===== src/rtl/instruction_fetch.sv =====
`timescale 1ns/1ps
// instruction_fetch
// Fetch stage of the RV32I core. It keeps the next-fetch PC, issues word reads
// to instruction memory over a req/ack handshake, and presents each returned
// word together with its PC to the decoder and immediate_generator. A
// one-entry skid buffer absorbs the word that returns while the downstream
// stage is stalled. A redirect (taken branch/jump) flushes the stage, and any
// read already in flight is drained and discarded.
//
// Ports:
//   I_clk          clock, rising edge
//   I_rst          synchronous active-high reset
//   I_stall        downstream cannot accept; output register holds
//   I_redirect     load I_redirect_pc and flush
//   I_redirect_pc  redirect target (bits [1:0] ignored)
//   O_imem_req     instruction memory read request
//   O_imem_addr    word-aligned read address
//   I_imem_ack     memory returns I_imem_data this cycle
//   I_imem_data    read data
//   O_instr        instruction register (NOP_INSTR after reset/flush)
//   O_pc           address O_instr was fetched from
//   O_valid        O_instr/O_pc hold a valid instruction
module instruction_fetch #(
  parameter logic [31:0] RESET_PC  = 32'h0000_0000,
  parameter logic [31:0] NOP_INSTR = 32'h0000_0013
) (
  input  logic        I_clk,
  input  logic        I_rst,
  input  logic        I_stall,
  input  logic        I_redirect,
  input  logic [31:0] I_redirect_pc,
  output logic        O_imem_req,
  output logic [31:0] O_imem_addr,
  input  logic        I_imem_ack,
  input  logic [31:0] I_imem_data,
  output logic [31:0] O_instr,
  output logic [31:0] O_pc,
  output logic        O_valid
);

  typedef enum logic {FETCH, DROP} state_e;

  state_e      state_q, state_d;
  logic [31:0] pc_q, pc_d;
  logic [31:0] drop_addr_q, drop_addr_d;
  logic [31:0] instr_q, instr_d;
  logic [31:0] out_pc_q, out_pc_d;
  logic        valid_q, valid_d;
  logic [31:0] skid_instr_q, skid_instr_d;
  logic [31:0] skid_pc_q, skid_pc_d;
  logic        skid_full_q, skid_full_d;

  logic        ack_fire;
  logic        consume;
  logic [31:0] redirect_target;

  // A request is driven whenever nothing blocks it: in DROP the old read must
  // be held until its ack, in FETCH a full skid means there is nowhere to put
  // the next word. The request is therefore held stable by construction,
  // because pc only moves on an ack and a redirect of a live request moves
  // the address source over to drop_addr.
  assign O_imem_req      = !I_rst && ((state_q == DROP) || !skid_full_q);
  assign O_imem_addr     = (state_q == DROP) ? drop_addr_q : pc_q;
  assign ack_fire        = O_imem_req && I_imem_ack;
  assign consume         = valid_q && !I_stall;
  assign redirect_target = I_redirect_pc & 32'hFFFF_FFFC;

  assign O_instr = instr_q;
  assign O_pc    = out_pc_q;
  assign O_valid = valid_q;

  always_comb begin
    state_d      = state_q;
    pc_d         = pc_q;
    drop_addr_d  = drop_addr_q;
    instr_d      = instr_q;
    out_pc_d     = out_pc_q;
    valid_d      = valid_q;
    skid_instr_d = skid_instr_q;
    skid_pc_d    = skid_pc_q;
    skid_full_d  = skid_full_q;

    if (I_redirect) begin
      pc_d        = redirect_target;
      valid_d     = 1'b0;
      instr_d     = NOP_INSTR;
      skid_full_d = 1'b0;
      if (state_q == FETCH) begin
        // A live read without its ack must be drained at its old address.
        if (O_imem_req && !I_imem_ack) begin
          state_d     = DROP;
          drop_addr_d = pc_q;
        end
      end else if (ack_fire) begin
        state_d = FETCH;
      end
    end else if (state_q == DROP) begin
      if (ack_fire) begin
        state_d = FETCH;
      end
    end else begin
      if (ack_fire) begin
        pc_d = pc_q + 32'd4;
      end
      if (consume) begin
        if (skid_full_q) begin
          instr_d     = skid_instr_q;
          out_pc_d    = skid_pc_q;
          skid_full_d = 1'b0;
        end else if (ack_fire) begin
          instr_d  = I_imem_data;
          out_pc_d = pc_q;
        end else begin
          valid_d = 1'b0;
        end
      end else if (ack_fire) begin
        if (!valid_q) begin
          instr_d  = I_imem_data;
          out_pc_d = pc_q;
          valid_d  = 1'b1;
        end else begin
          skid_instr_d = I_imem_data;
          skid_pc_d    = pc_q;
          skid_full_d  = 1'b1;
        end
      end
    end
  end

  always_ff @(posedge I_clk) begin
    if (I_rst) begin
      state_q      <= FETCH;
      pc_q         <= RESET_PC;
      drop_addr_q  <= RESET_PC;
      instr_q      <= NOP_INSTR;
      out_pc_q     <= RESET_PC;
      valid_q      <= 1'b0;
      skid_instr_q <= NOP_INSTR;
      skid_pc_q    <= RESET_PC;
      skid_full_q  <= 1'b0;
    end else begin
      state_q      <= state_d;
      pc_q         <= pc_d;
      drop_addr_q  <= drop_addr_d;
      instr_q      <= instr_d;
      out_pc_q     <= out_pc_d;
      valid_q      <= valid_d;
      skid_instr_q <= skid_instr_d;
      skid_pc_q    <= skid_pc_d;
      skid_full_q  <= skid_full_d;
    end
  end

endmodule


===== config.mk =====
export PLATFORM = sky130hd
export DESIGN_NAME = instruction_fetch
export DESIGN_NICKNAME = d
export VERILOG_FILES = /design/src/rtl/instruction_fetch.sv
export SDC_FILE = /design/constraint.sdc
export NUM_CORES = 1
export LEC_CHECK = 0
export ABC_AREA = 1
export CORE_MARGIN = 2
export CORE_UTILIZATION = 52
export CTS_BUF_LIST = sky130_fd_sc_hd__clkbuf_16
export DETAILED_ROUTE_END_ITERATION = 12
export PLACE_DENSITY = 0.92
export SETUP_SLACK_MARGIN = 0.15
export SLEW_MARGIN = 10
export SYNTH_ARGS = -nofsm -noshare
export SYNTH_HDL_FRONTEND = slang
export SYNTH_SLANG_ARGS = --single-unit

===== constraint.sdc =====
create_clock -name I_clk -period 2.96 [get_ports I_clk]
set_input_delay 0.444 -clock I_clk [delete_from_list [all_inputs] [get_ports I_clk]]
set_output_delay 0.444 -clock I_clk [all_outputs]
set_load 0.005 [all_outputs]

* Yosys cells after proc, flatten, opt, wreduce, memory -nomap -nowiden
Cells that the tools add are included.
** Cells by class
- Add/sub/neg operators :: 1
- Eq/ne operators :: 4
- Muxes and demuxes :: 26
- Bitwise logic cells :: 3
- Reductions and logical operators :: 22
** Operator list (number)
- 32-bit two-way mux :: 14
- 32-bit by 3-bit adder with 32-bit output, second input constant :: 1
- 1-bit two-way mux :: 12
- 5-bit AND reduction :: 2
- 4-bit AND reduction :: 2
- 2-bit nonzero test :: 4
- 2-bit != test, second input constant :: 3
- 3-bit AND reduction :: 2
- 1-bit logical AND :: 4
- 1-bit zero test :: 4
- 2-bit AND reduction :: 2
- 1-bit NOT :: 3
- 2-bit by 1-bit != test with 1-bit output, second input constant :: 1
- 2-bit OR reduction :: 1
- 1-bit logical OR :: 1
** Storage, ports and cells
- Register bits :: 195
- Input bits :: 69
- Logic and storage cells :: 66

* Longest topological paths before layout
Gate-level depths: netlist of run 1.
- Depth in word-level cells :: 7
- Mapped depth :: 13
- Mapped depth without buffers :: 11

* Least setup slack after synthesis of run 1
No wires, ideal clock.
- Path kind :: input to register
- From :: in I_rst
- To :: reg skid_pc_q[17]
- Setup time :: 0.128 ns
- Arrival time :: 1.411 ns
- Data required time :: 2.832 ns
- Path slack :: 1.421 ns
- Cell stages on the path :: 10
- Path buffers :: 2
- Path through :: buf_2 > inv_2 > nand2_4 > nor2_4 > nand2_4 > inv_2 > nand3_4 > clkbuf_1 > o21ai_0 > a21oi_1
** On the way
- Cells in the longest elaborated chain, start to end :: 4
** RTL lines
- from (decl) :: RTL line 28 : input logic I_rst,
- 1-bit zero test :: RTL line 62 : assign O_imem_req = !I_rst && ((state_q == DROP) || !skid_full_q);
- 1-bit logical AND :: RTL line 62
- 1-bit logical AND :: RTL line 64 : assign ack_fire = O_imem_req && I_imem_ack;
- 5-bit AND reduction (no source line)
- to (signal assigned) :: RTL line 149 : skid_pc_q <= skid_pc_d;
- to (decl) :: RTL line 50 : logic [31:0] skid_pc_q, skid_pc_d;
Several ways; a longest one is shown, not always the timed one.
A chain may end at the register's enable or synchronous reset.

==> qor.tcl, run 1 <==
set qor(outcome) {completed}
set qor(grt_pass1_wl_um) 37030
set qor(largest_voltage_drop_on_the_vdd_net_mv) 0.4341
set qor(setup_viol) 0
set qor(via_per_inst) 5.344
set qor(n_antenna_cell) 0
set qor(syn-mean-instance-area_um2) 6.727
set qor(post-cts-setup-buffers) 0
set qor(tns_ns) 0
set qor(worst_path_max_delay_cell) {sky130_fd_sc_hd__clkdlybuf4s50_1}
set qor(grt_max_degree) 124
set qor(synth_area_leaders) {sky130_fd_sc_hd__dfxtp_1, sky130_fd_sc_hd__nand2_1, sky130_fd_sc_hd__o21ai_0}
set qor(max-clock-path-buffers) 2
set qor(post_synthesis_cell_area_mm2) 0.008758
set qor(required_ns) 2.52
set qor(hpwlAfterDp_um) 15620
set qor(cts_tree) {built}
set qor(ctsResizeCount) 0
set qor(critPathKind) {register to output pin}
set qor(dieHeight_um) 133.8
set qor(gp_routability_congestion) 0.9675
set qor(yosysUniqueCellTypes) 33
set qor(clock_root_buffer) {sky130_fd_sc_hd__clkbuf_16}
set qor(finalInstanceArea_mm2) 0.01082
set qor(htree_num_levels) 4
set qor(timing_worst_slew_pin_value_ns) 0.8669
set qor(fin_skew_ns) 0.007717
set qor(drt-met1-wl_um) 9859
set qor(synth_seq_cells) 187
set qor(wl_met3_um) 1947
set qor(ys_seq_area_frac) 0.4274
set qor(cp-start-kind) {register}
set qor(library_cell_occupying_the_most_area_in_the_post_synthesis_netlist) {sky130_fd_sc_hd__dfxtp_1}
set qor(wl_met2_um) 10170
set qor(ant_nets) 0
set qor(drv_cap) 0
set qor(initial_core_util) 0.5300
set qor(coreArea_mm2) 0.01652
set qor(detail_route.iter0.violations) 895
set qor(final_nets) 1473
set qor(hold_viol) 0
set qor(crit_family) {buffers and inverters}
set qor(via_count) 8743
set qor(floorplan.die_area_mm2) 0.01790
set qor(post-route-min-period_ns) 2.566
set qor(setup.worst_path.end_class) {output pin}
set qor(fmaxAchievable_mhz) 389.7
set qor(critPathMaxFanout) 53
set qor(layout_common_cells) {sky130_fd_sc_hd__nand2_1, sky130_fd_sc_hd__o21ai_0, sky130_fd_sc_hd__dfxtp_1}
set qor(synth_instances) 1302
set qor(number_of_global_route_vias_before_repair) 7831
set qor(chip_width_um) 133.8
set qor(syn_to_final_growth_pct) 23.49
set qor(rsz0062_at_grt) {no}
set qor(route.top_layer_used) {met4}
set qor(critPathArrivalTime_ns) 2.12
set qor(initial_antenna_violation_count) 0
set qor(drcViolationCount) 0
set qor(p_leak_nw) 3.986
set qor(timing.critical_path.cells) {buf_4, nand2_1, o21ai_0, clkdlybuf4s50_1}
set qor(total_power_w) 0.005413
set qor(row_count) 47
set qor(cp_num_buf_inv) 2
set qor(place_area_mm2) 0.01027
set qor(post-route-period-util) 0.8670
set qor(synth_warnings) 0
set qor(path_clk_slew_ns) 0.07
set qor(power-per-cell-area_mw_per_mm2) 500.5
set qor(post-synth-top-area-fraction) 0.4274
set qor(cts_sinks) 187
set qor(io-pin-count) 167
set qor(wl_um) 22490
set qor(grt.total_usage) 0.2522
set qor(hold_path_class) {register to register}
set qor(mostFrequentLayoutCell) {sky130_fd_sc_hd__nand2_1}
set qor(cts.hold.buffers_added) 0
set qor(clk_latency_ns) 0.43
set qor(dr.pass1.iters) 5
set qor(worst_slew_margin_rel) 0.4221
set qor(max_stage_delay_ns) 0.57
set qor(placement.io_buffers) 160
set qor(cts_made_buffers) 17
set qor(wl_per_cell_um) 13.75
set qor(post_route_cells_drive_above_1_share) 0.04944
set qor(finalMaxSlewViolations) 0
set qor(global_route.overflow_total) 0
## cells in the mapped netlist
cell / instances
sky130_fd_sc_hd__nand4_1: 4
sky130_fd_sc_hd__buf_4: 8
sky130_fd_sc_hd__clkinv_2: 1
sky130_fd_sc_hd__nand4_2: 1
sky130_fd_sc_hd__inv_2: 6
sky130_fd_sc_hd__xnor2_1: 2
sky130_fd_sc_hd__inv_4: 1
sky130_fd_sc_hd__and2_1: 1
sky130_fd_sc_hd__nor2_1: 152
sky130_fd_sc_hd__nand2_4: 2
sky130_fd_sc_hd__nand3_4: 2
sky130_fd_sc_hd__nand2_1: 286
sky130_fd_sc_hd__nor3_1: 3
sky130_fd_sc_hd__o21ai_0: 214
sky130_fd_sc_hd__xor2_1: 2
sky130_fd_sc_hd__conb_1: 1
sky130_fd_sc_hd__clkbuf_1: 38
sky130_fd_sc_hd__nor2_2: 2
sky130_fd_sc_hd__a221oi_1: 1
sky130_fd_sc_hd__inv_1: 107
sky130_fd_sc_hd__a21oi_1: 137
sky130_fd_sc_hd__a31oi_1: 4
sky130_fd_sc_hd__nand3_1: 80
sky130_fd_sc_hd__o211ai_1: 2
sky130_fd_sc_hd__buf_6: 8
sky130_fd_sc_hd__ha_1: 1
sky130_fd_sc_hd__nand2_2: 5
sky130_fd_sc_hd__buf_2: 36
sky130_fd_sc_hd__nor2_4: 1
sky130_fd_sc_hd__buf_1: 1
sky130_fd_sc_hd__clkbuf_2: 5
sky130_fd_sc_hd__dfxtp_1: 187
sky130_fd_sc_hd__o21ai_1: 1
## flip-flops by register name, summed over array words and instances, names as in the netlist, named ones only
name          flops
O_instr          32
O_pc             30
O_valid           1
drop_addr_q      30
pc_q             30
skid_full_q       1
skid_instr_q     32
skid_pc_q        30
## report_power, final
| group | switching (W) | internal, W | total, W |
|---|---|---|---|
| sequential | 0.0000829 | 0.00259 | 0.00267 |
| combinational | 0.000339 | 0.000291 | 0.000630 |
| clock | 0.00102 | 0.00109 | 0.00211 |
| total | 0.00144 | 0.00397 | 0.00541 |
## kinds of logic after synthesis
group / share of synthesized area
and+or+nand+nor: 0.2530
AOI/OAI and AO/OA: 0.2067
buffers and inverters: 0.1070
DFF: 0.4274
xor gates and xnor gates: 0.004001
adders and majority gates: 0.001428
other: 0.0004282
## worst reg2reg max path: stages (launching register included)
cell and delay [ns]:
sky130_fd_sc_hd__dfxtp_1 0.35, sky130_fd_sc_hd__inv_4 0.18, sky130_fd_sc_hd__nand2_2 0.09, sky130_fd_sc_hd__nand2_4 0.08
sky130_fd_sc_hd__nor2_4 0.04, sky130_fd_sc_hd__nand2_4 0.10, sky130_fd_sc_hd__inv_2 0.14, sky130_fd_sc_hd__nand3_4 0.09
sky130_fd_sc_hd__buf_4 0.42, sky130_fd_sc_hd__inv_1 0.24, sky130_fd_sc_hd__a21oi_1 0.17, sky130_fd_sc_hd__o21ai_0 0.10
## worst paths after layout
check | startpoint | endpoint | slack, ns | cells after the start
setup / recovery | register | O_imem_addr[29] | 0.39 | 4
hold / removal | skid_instr_q[10] | skid_instr_q[10] | 0.45 | 2
hold reg to reg | skid_instr_q[10] | skid_instr_q[10] | 0.45 | 2
setup reg to reg | register | skid_instr_q[4] | 0.85 | 11
## metal layers
layer  track usage  vias to the layer above
met3       0.04989                       46
met1        0.3443                     3903
met4       0.09102                        0
met5             0                        -
li1              -                     4398
met2        0.3986                      396
## through the flow
step	hold slack, ns	std cells	util	worst slack [ns]
6_report	0.4480	1636	0.6545	0.3936
5_1_grt	0.4657	1636	0.6545	0.2932
4_1_cts	0.4490	1636	0.6545	0.4121
3_5_place_dp	0.4386	1604	0.6216	0.4890
3_3_place_gp	0.4335	1604	0.6216	0.5723
2_1_floorplan	0.4245	1305	-	1.421
## layout make-up
class,count,area (um2)
multi-input cells,907,4096
clock buffers,17,425.4
flip-flops and latches,187,3744
repair buffers,175,1722
clock inverters,15,117.6
fillers,1406,5709
well taps,220,275.3
inverters,115,435.4
Power figures use the tool's default switching activity.
==> run 2, diff against run 1 <==
SETUP_SLACK_MARGIN = 0.4   (was 0.15)
==> qor.tcl, run 2 (same netlist as run 1, synthesis figures left out) <==
set qor(outcome) {completed}
set qor(mostFrequentLayoutCell) {sky130_fd_sc_hd__nand2_1}
set qor(cts_made_buffers) 17 ;# unchanged
set qor(place_inst) 1604 ;# unchanged
set qor(largest_voltage_drop_on_the_vdd_net_mv) 0.4385 ;# +1.0%
set qor(drv_cap) 0 ;# unchanged
set qor(io-pin-count) 167 ;# unchanged
set qor(clk_latency_ns) 0.43 ;# about the same
set qor(timing.critical_path.cells) {buf_6, nand2_1, o21ai_0, clkdlybuf4s50_1}
set qor(via_count) 8794 ;# +0.58%
set qor(power-per-cell-area_mw_per_mm2) 500.7 ;# about the same
set qor(cts_sinks) 187 ;# unchanged
set qor(crit_family) {buffers and inverters}
set qor(fin_skew_ns) 0.006952 ;# -0.0007646 ns
set qor(dieHeight_um) 133.8 ;# unchanged
set qor(gp_routability_congestion) 0.9675 ;# unchanged
set qor(hold-worst-slack_ns) 0.4476 ;# -0.0004080 ns
set qor(post_route_cells_drive_above_1_share) 0.04944 ;# unchanged
set qor(cts_tree) {built}
set qor(final_cell_count_no_fill) 1636 ;# unchanged
set qor(place_area_mm2) 0.01027 ;# unchanged
set qor(p_leak_nw) 3.987 ;# about the same
set qor(final_nets) 1473 ;# unchanged
set qor(max-clock-path-buffers) 2 ;# unchanged
set qor(critPathArrivalTime_ns) 2.02 ;# -0.10 ns
set qor(grt.total_usage) 0.2522 ;# unchanged
set qor(initial_core_util) 0.5300 ;# unchanged
set qor(finalInstanceArea_mm2) 0.01082 ;# about the same
set qor(row_count) 47 ;# unchanged
set qor(finalMaxSlewViolations) 0 ;# unchanged
set qor(n_antenna_cell) 0 ;# unchanged
set qor(required_ns) 2.52 ;# about the same
set qor(global_route.overflow_total) 0 ;# unchanged
set qor(placement.io_buffers) 160 ;# unchanged
set qor(grt_max_degree) 124 ;# unchanged
set qor(critPathKind) {register to output pin}
set qor(dr.pass1.iters) 6 ;# +1
set qor(grt_pass1_wl_um) 37030 ;# unchanged
set qor(number_of_global_route_vias_before_repair) 7831 ;# unchanged
set qor(path_clk_slew_ns) 0.07 ;# about the same
set qor(tns_ns) 0 ;# unchanged
set qor(layout_common_cells) {sky130_fd_sc_hd__nand2_1, sky130_fd_sc_hd__o21ai_0, sky130_fd_sc_hd__dfxtp_1}
set qor(htree_num_levels) 4 ;# unchanged
set qor(drcViolationCount) 0 ;# unchanged
set qor(hold_path_class) {register to register}
set qor(rsz0062_at_grt) {no}
set qor(setup_viol) 0 ;# unchanged
set qor(initial_antenna_violation_count) 0 ;# unchanged
set qor(hpwlAfterDp_um) 15620 ;# unchanged
set qor(final_core_utilization) 0.6547 ;# about the same
set qor(post-route-period-util) 0.8332 ;# -0.03381
set qor(fmaxAchievable_mhz) 405.5 ;# +4.1%
set qor(via_per_inst) 5.375 ;# +0.58%
set qor(cp-start-kind) {register}
set qor(floorplan.die_area_mm2) 0.01790 ;# unchanged
set qor(max_stage_delay_ns) 0.56 ;# about the same
set qor(layout.filler_cells) 1405 ;# -0.071%
set qor(worst_path_max_delay_cell) {sky130_fd_sc_hd__clkdlybuf4s50_1}
set qor(cts.hold.buffers_added) 0 ;# unchanged
set qor(coreArea_mm2) 0.01652 ;# unchanged
set qor(hold_viol) 0 ;# unchanged
set qor(timing_worst_slew_pin_value_ns) 0.8575 ;# -0.009353 ns
set qor(syn_to_final_growth_pct) 23.53 ;# about the same
set qor(chip_width_um) 133.8 ;# unchanged
set qor(wl_per_cell_um) 13.79 ;# +0.32%
set qor(critPathMaxFanout) 53 ;# unchanged
set qor(cp_num_buf_inv) 2 ;# unchanged
set qor(post-route-min-period_ns) 2.466 ;# -0.1001 ns
set qor(clock_root_buffer) {sky130_fd_sc_hd__clkbuf_16}
set qor(worst_slew_margin_rel) 0.4283 ;# +0.006235
set qor(wl_um) 22560 ;# +0.32%
set qor(setup.worst_path.end_class) {output pin}
set qor(detail_route.iter0.violations) 873 ;# -2.5%
set qor(ant_nets) 0 ;# unchanged
-- run 2: cell counts in the layout (fill, tap and decap cells not counted) --
Identical to the previous run, type by type.
-- run 2: stage by stage --
| stage | total power, W | setup slack [ns] |
|---|---|---|
| after floorplan | 0.003061 | 1.421 |
| after global placement | 0.003328 | 0.5723 |
| after detailed placement | 0.003348 | 0.4890 |
| after CTS | 0.005433 | 0.4121 |
| after global routing | 0.005633 | 0.4063 |
| final | 0.005417 | 0.4937 |
-- run 2: tightest hold or removal path: cells and delay by family, from the launching register on --
family          cells  cell delay, ns
buf+inv             1            0.05
compound gates      1            0.05
flops               1            0.30
-- run 2: timing repair --
item / 4_1_cts / 5_1_grt
endpoints found under the setup margin: 0 / 17
gates resized for setup: 0 / 1
buffers inserted: 0 / 0
endpoints found under the hold margin: 0 / 0
-- run 2: final cells by class --
| cell class | count | area (um2) | share of cell area |
|---|---|---|---|
| clock buffers | 17 | 425.4 | 0.03932 |
| clock inverters | 15 | 117.6 | 0.01087 |
| inverters | 115 | 435.4 | 0.04025 |
| multi-input cells | 907 | 4096 | 0.3786 |
| flip-flops and latches | 187 | 3744 | 0.3460 |
| well taps | 220 | 275.3 | 0.02544 |
| repair buffers | 175 | 1725 | 0.1595 |
-- run 2: path summary, 6_finish.rpt --
path | startpoint | to | slack, ns | cells past startpoint
hold reg to reg | skid_pc_q[19] | skid_pc_q[19] | 0.45 | 2
setup / recovery | register | O_imem_addr[29] | 0.49 | 4
hold / removal | skid_pc_q[19] | skid_pc_q[19] | 0.45 | 2
setup reg to reg | register | skid_instr_q[4] | 0.84 | 11
-- run 2: metal layers --
metal | GRT usage | up-vias | wire, um
met2 | 0.3986 | 433 | 10200
met4 | 0.09102 | 0 | 516
met1 | 0.3443 | 3908 | 9724
met5 | 0 | - | 0
met3 | 0.04989 | 52 | 2116
li1 | - | 4401 | -
-- run 2: where the power goes --
part	internal, W	switching [W]	total [W]
Sequential	0.00259	0.0000830	0.00267
Clock	0.00109	0.00103	0.00211
Combinational	0.000292	0.000339	0.000631
Total	0.00397	0.00145	0.00542
==> run 3, diff against run 2 <==
clock period = 2.5 ns   (was 2.96 ns; I/O delays follow)
==> qor.tcl, run 3 (same netlist as run 1, synthesis figures left out) <==
set qor(outcome) {completed}
set qor(power-per-cell-area_mw_per_mm2) 585.7 ;# +17%
set qor(syn_to_final_growth_pct) 25.64
set qor(post-route-period-util) 0.8615
set qor(required_ns) 2.12 ;# -0.40 ns
set qor(tns_ns) 0 ;# unchanged
set qor(setup.worst_path.end_class) {output pin}
set qor(initial_core_util) 0.5300 ;# unchanged
set qor(largest_voltage_drop_on_the_vdd_net_mv) 0.5178 ;# +18%
set qor(clk_latency_ns) 0.43 ;# about the same
set qor(path_clk_slew_ns) 0.07 ;# about the same
set qor(coreArea_mm2) 0.01652 ;# unchanged
set qor(cts_sinks) 187 ;# unchanged
set qor(initial_antenna_violation_count) 0 ;# unchanged
set qor(gp_routability_congestion) 0.9708 ;# +0.34%
set qor(number_of_global_route_vias_before_repair) 7769 ;# -0.79%
set qor(grt_max_degree) 102 ;# -18%
set qor(hold_path_class) {primary input to register}
set qor(worst_slew_margin_rel) 0.4200 ;# -0.008315
set qor(final_nets) 1480 ;# +0.48%
set qor(htree_num_levels) 4 ;# unchanged
set qor(detail_route.iter0.violations) 935 ;# +7.1%
set qor(mostFrequentLayoutCell) {sky130_fd_sc_hd__nand2_1}
set qor(placement.io_buffers) 160 ;# unchanged
set qor(hold-worst-slack_ns) 0.3792 ;# -0.06847 ns
set qor(fin_skew_ns) 0.009007 ;# +0.002055 ns
set qor(cts_made_buffers) 17 ;# unchanged
set qor(worst-r2r-setup-slack_ns) 0.56 ;# -0.28 ns
set qor(hold_viol) 0 ;# unchanged
set qor(critPathMaxFanout) 27 ;# -49%
set qor(critPathArrivalTime_ns) 1.78 ;# -0.24 ns
set qor(cts.hold.buffers_added) 0 ;# unchanged
set qor(finalMaxSlewViolations) 0 ;# unchanged
set qor(cp-start-kind) {register}
set qor(ant_nets) 0 ;# unchanged
set qor(multi_input_area_mm2) 0.004106 ;# +0.24%
set qor(hpwlAfterDp_um) 15770 ;# +1.0%
set qor(cts_tree) {built}
set qor(drv_cap) 0 ;# unchanged
set qor(sequential_cell_area_mm2) 0.003774 ;# +0.80%
set qor(layout_common_cells) {sky130_fd_sc_hd__nand2_1, sky130_fd_sc_hd__o21ai_0, sky130_fd_sc_hd__dfxtp_1}
set qor(wl_um) 24000 ;# +6.4%
set qor(via_per_inst) 5.483 ;# +2.0%
set qor(layout.filler_cells) 1356 ;# -3.5%
set qor(clock_root_buffer) {sky130_fd_sc_hd__clkbuf_16}
set qor(io-pin-count) 167 ;# unchanged
set qor(wl_per_cell_um) 14.61 ;# +5.9%
set qor(rsz0062_at_grt) {yes}
set qor(row_count) 47 ;# unchanged
set qor(chip_width_um) 133.8 ;# unchanged
set qor(via_count) 9009 ;# +2.4%
set qor(p_leak_nw) 4.275 ;# +7.2%
set qor(fmaxAchievable_mhz) 464.3
set qor(floorplan.die_area_mm2) 0.01790 ;# unchanged
set qor(setup_viol) 0 ;# unchanged
set qor(dieHeight_um) 133.8 ;# unchanged
set qor(grt.total_usage) 0.2591 ;# +0.006943
set qor(setup_ws_ns) 0.3461 ;# -0.1476 ns
set qor(finalInstanceArea_mm2) 0.01100 ;# +1.7%
set qor(global_route.overflow_total) 0 ;# unchanged
set qor(critPathKind) {register to output pin}
set qor(timing_worst_slew_pin_value_ns) 0.8700 ;# +0.01247 ns
set qor(post_route_cells_drive_above_1_share) 0.06746 ;# +0.01803
set qor(max-clock-path-buffers) 2 ;# unchanged
set qor(drcViolationCount) 0 ;# unchanged
set qor(place_area_mm2) 0.01031 ;# +0.34%
set qor(post-route-min-period_ns) 2.154
set qor(dr.pass1.iters) 6 ;# unchanged
set qor(grt_pass1_wl_um) 37890 ;# +2.3%
set qor(n_antenna_cell) 0 ;# unchanged
set qor(total_power_w) 0.006445 ;# +19%
set qor(place_worst_setup_slack_ns) 0.2657 ;# -0.2233 ns
==> run 3: worst paths after layout <==
check | start | cells past startpoint | to
setup / recovery | register | 3 | O_imem_addr[26]
hold / removal | I_rst | 6 | register
setup reg to reg | register | 10 | skid_instr_q[9]
hold reg to reg | skid_instr_q[20] | 2 | skid_instr_q[20]
==> run 3: metrics by stage <==
stage | cells | utilization
floorplan | 1305 | -
global placement | 1607 | 0.6238
detailed placement | 1607 | 0.6238
CTS | 1640 | 0.6587
global route | 1643 | 0.6659
finish | 1643 | 0.6659
==> run 3: layout make-up <==
cell class	count	share of cell area
timing repair buffer	182	0.1708
sequential	187	0.3429
tap	220	0.02501
multi-input combinational	907	0.3732
clock buffer	17	0.03866
clock inverter	15	0.009892
inverter	115	0.03957
==> run 3: what timing repair did <==
item,4_1_cts,5_1_grt
gates cloned,1,2
setup buffers,0,1
setup endpoints to repair,30,46
gates resized for setup,6,54
==> run 3: worst max-delay path: stages, from the launching register on <==
cell	delay, ns
sky130_fd_sc_hd__dfxtp_4	0.40
sky130_fd_sc_hd__buf_16	0.18
sky130_fd_sc_hd__o21ai_0	0.22
sky130_fd_sc_hd__clkdlybuf4s50_1	0.54
==> run 3: power breakdown <==
part | internal, W | switching (W) | total, W
sequential | 0.00307 | 0.000102 | 0.00317
clock | 0.00135 | 0.00114 | 0.00249
combinational | 0.000362 | 0.000421 | 0.000783
total | 0.00478 | 0.00166 | 0.00645
==> run 3: routing by layer <==
metal	track usage	up-vias	wire [um]
met1	0.3565	4048	10090
met4	0.09811	0	632
met2	0.4077	472	11110
li1	-	4412	-
met5	0	-	0
met3	0.04649	77	2178
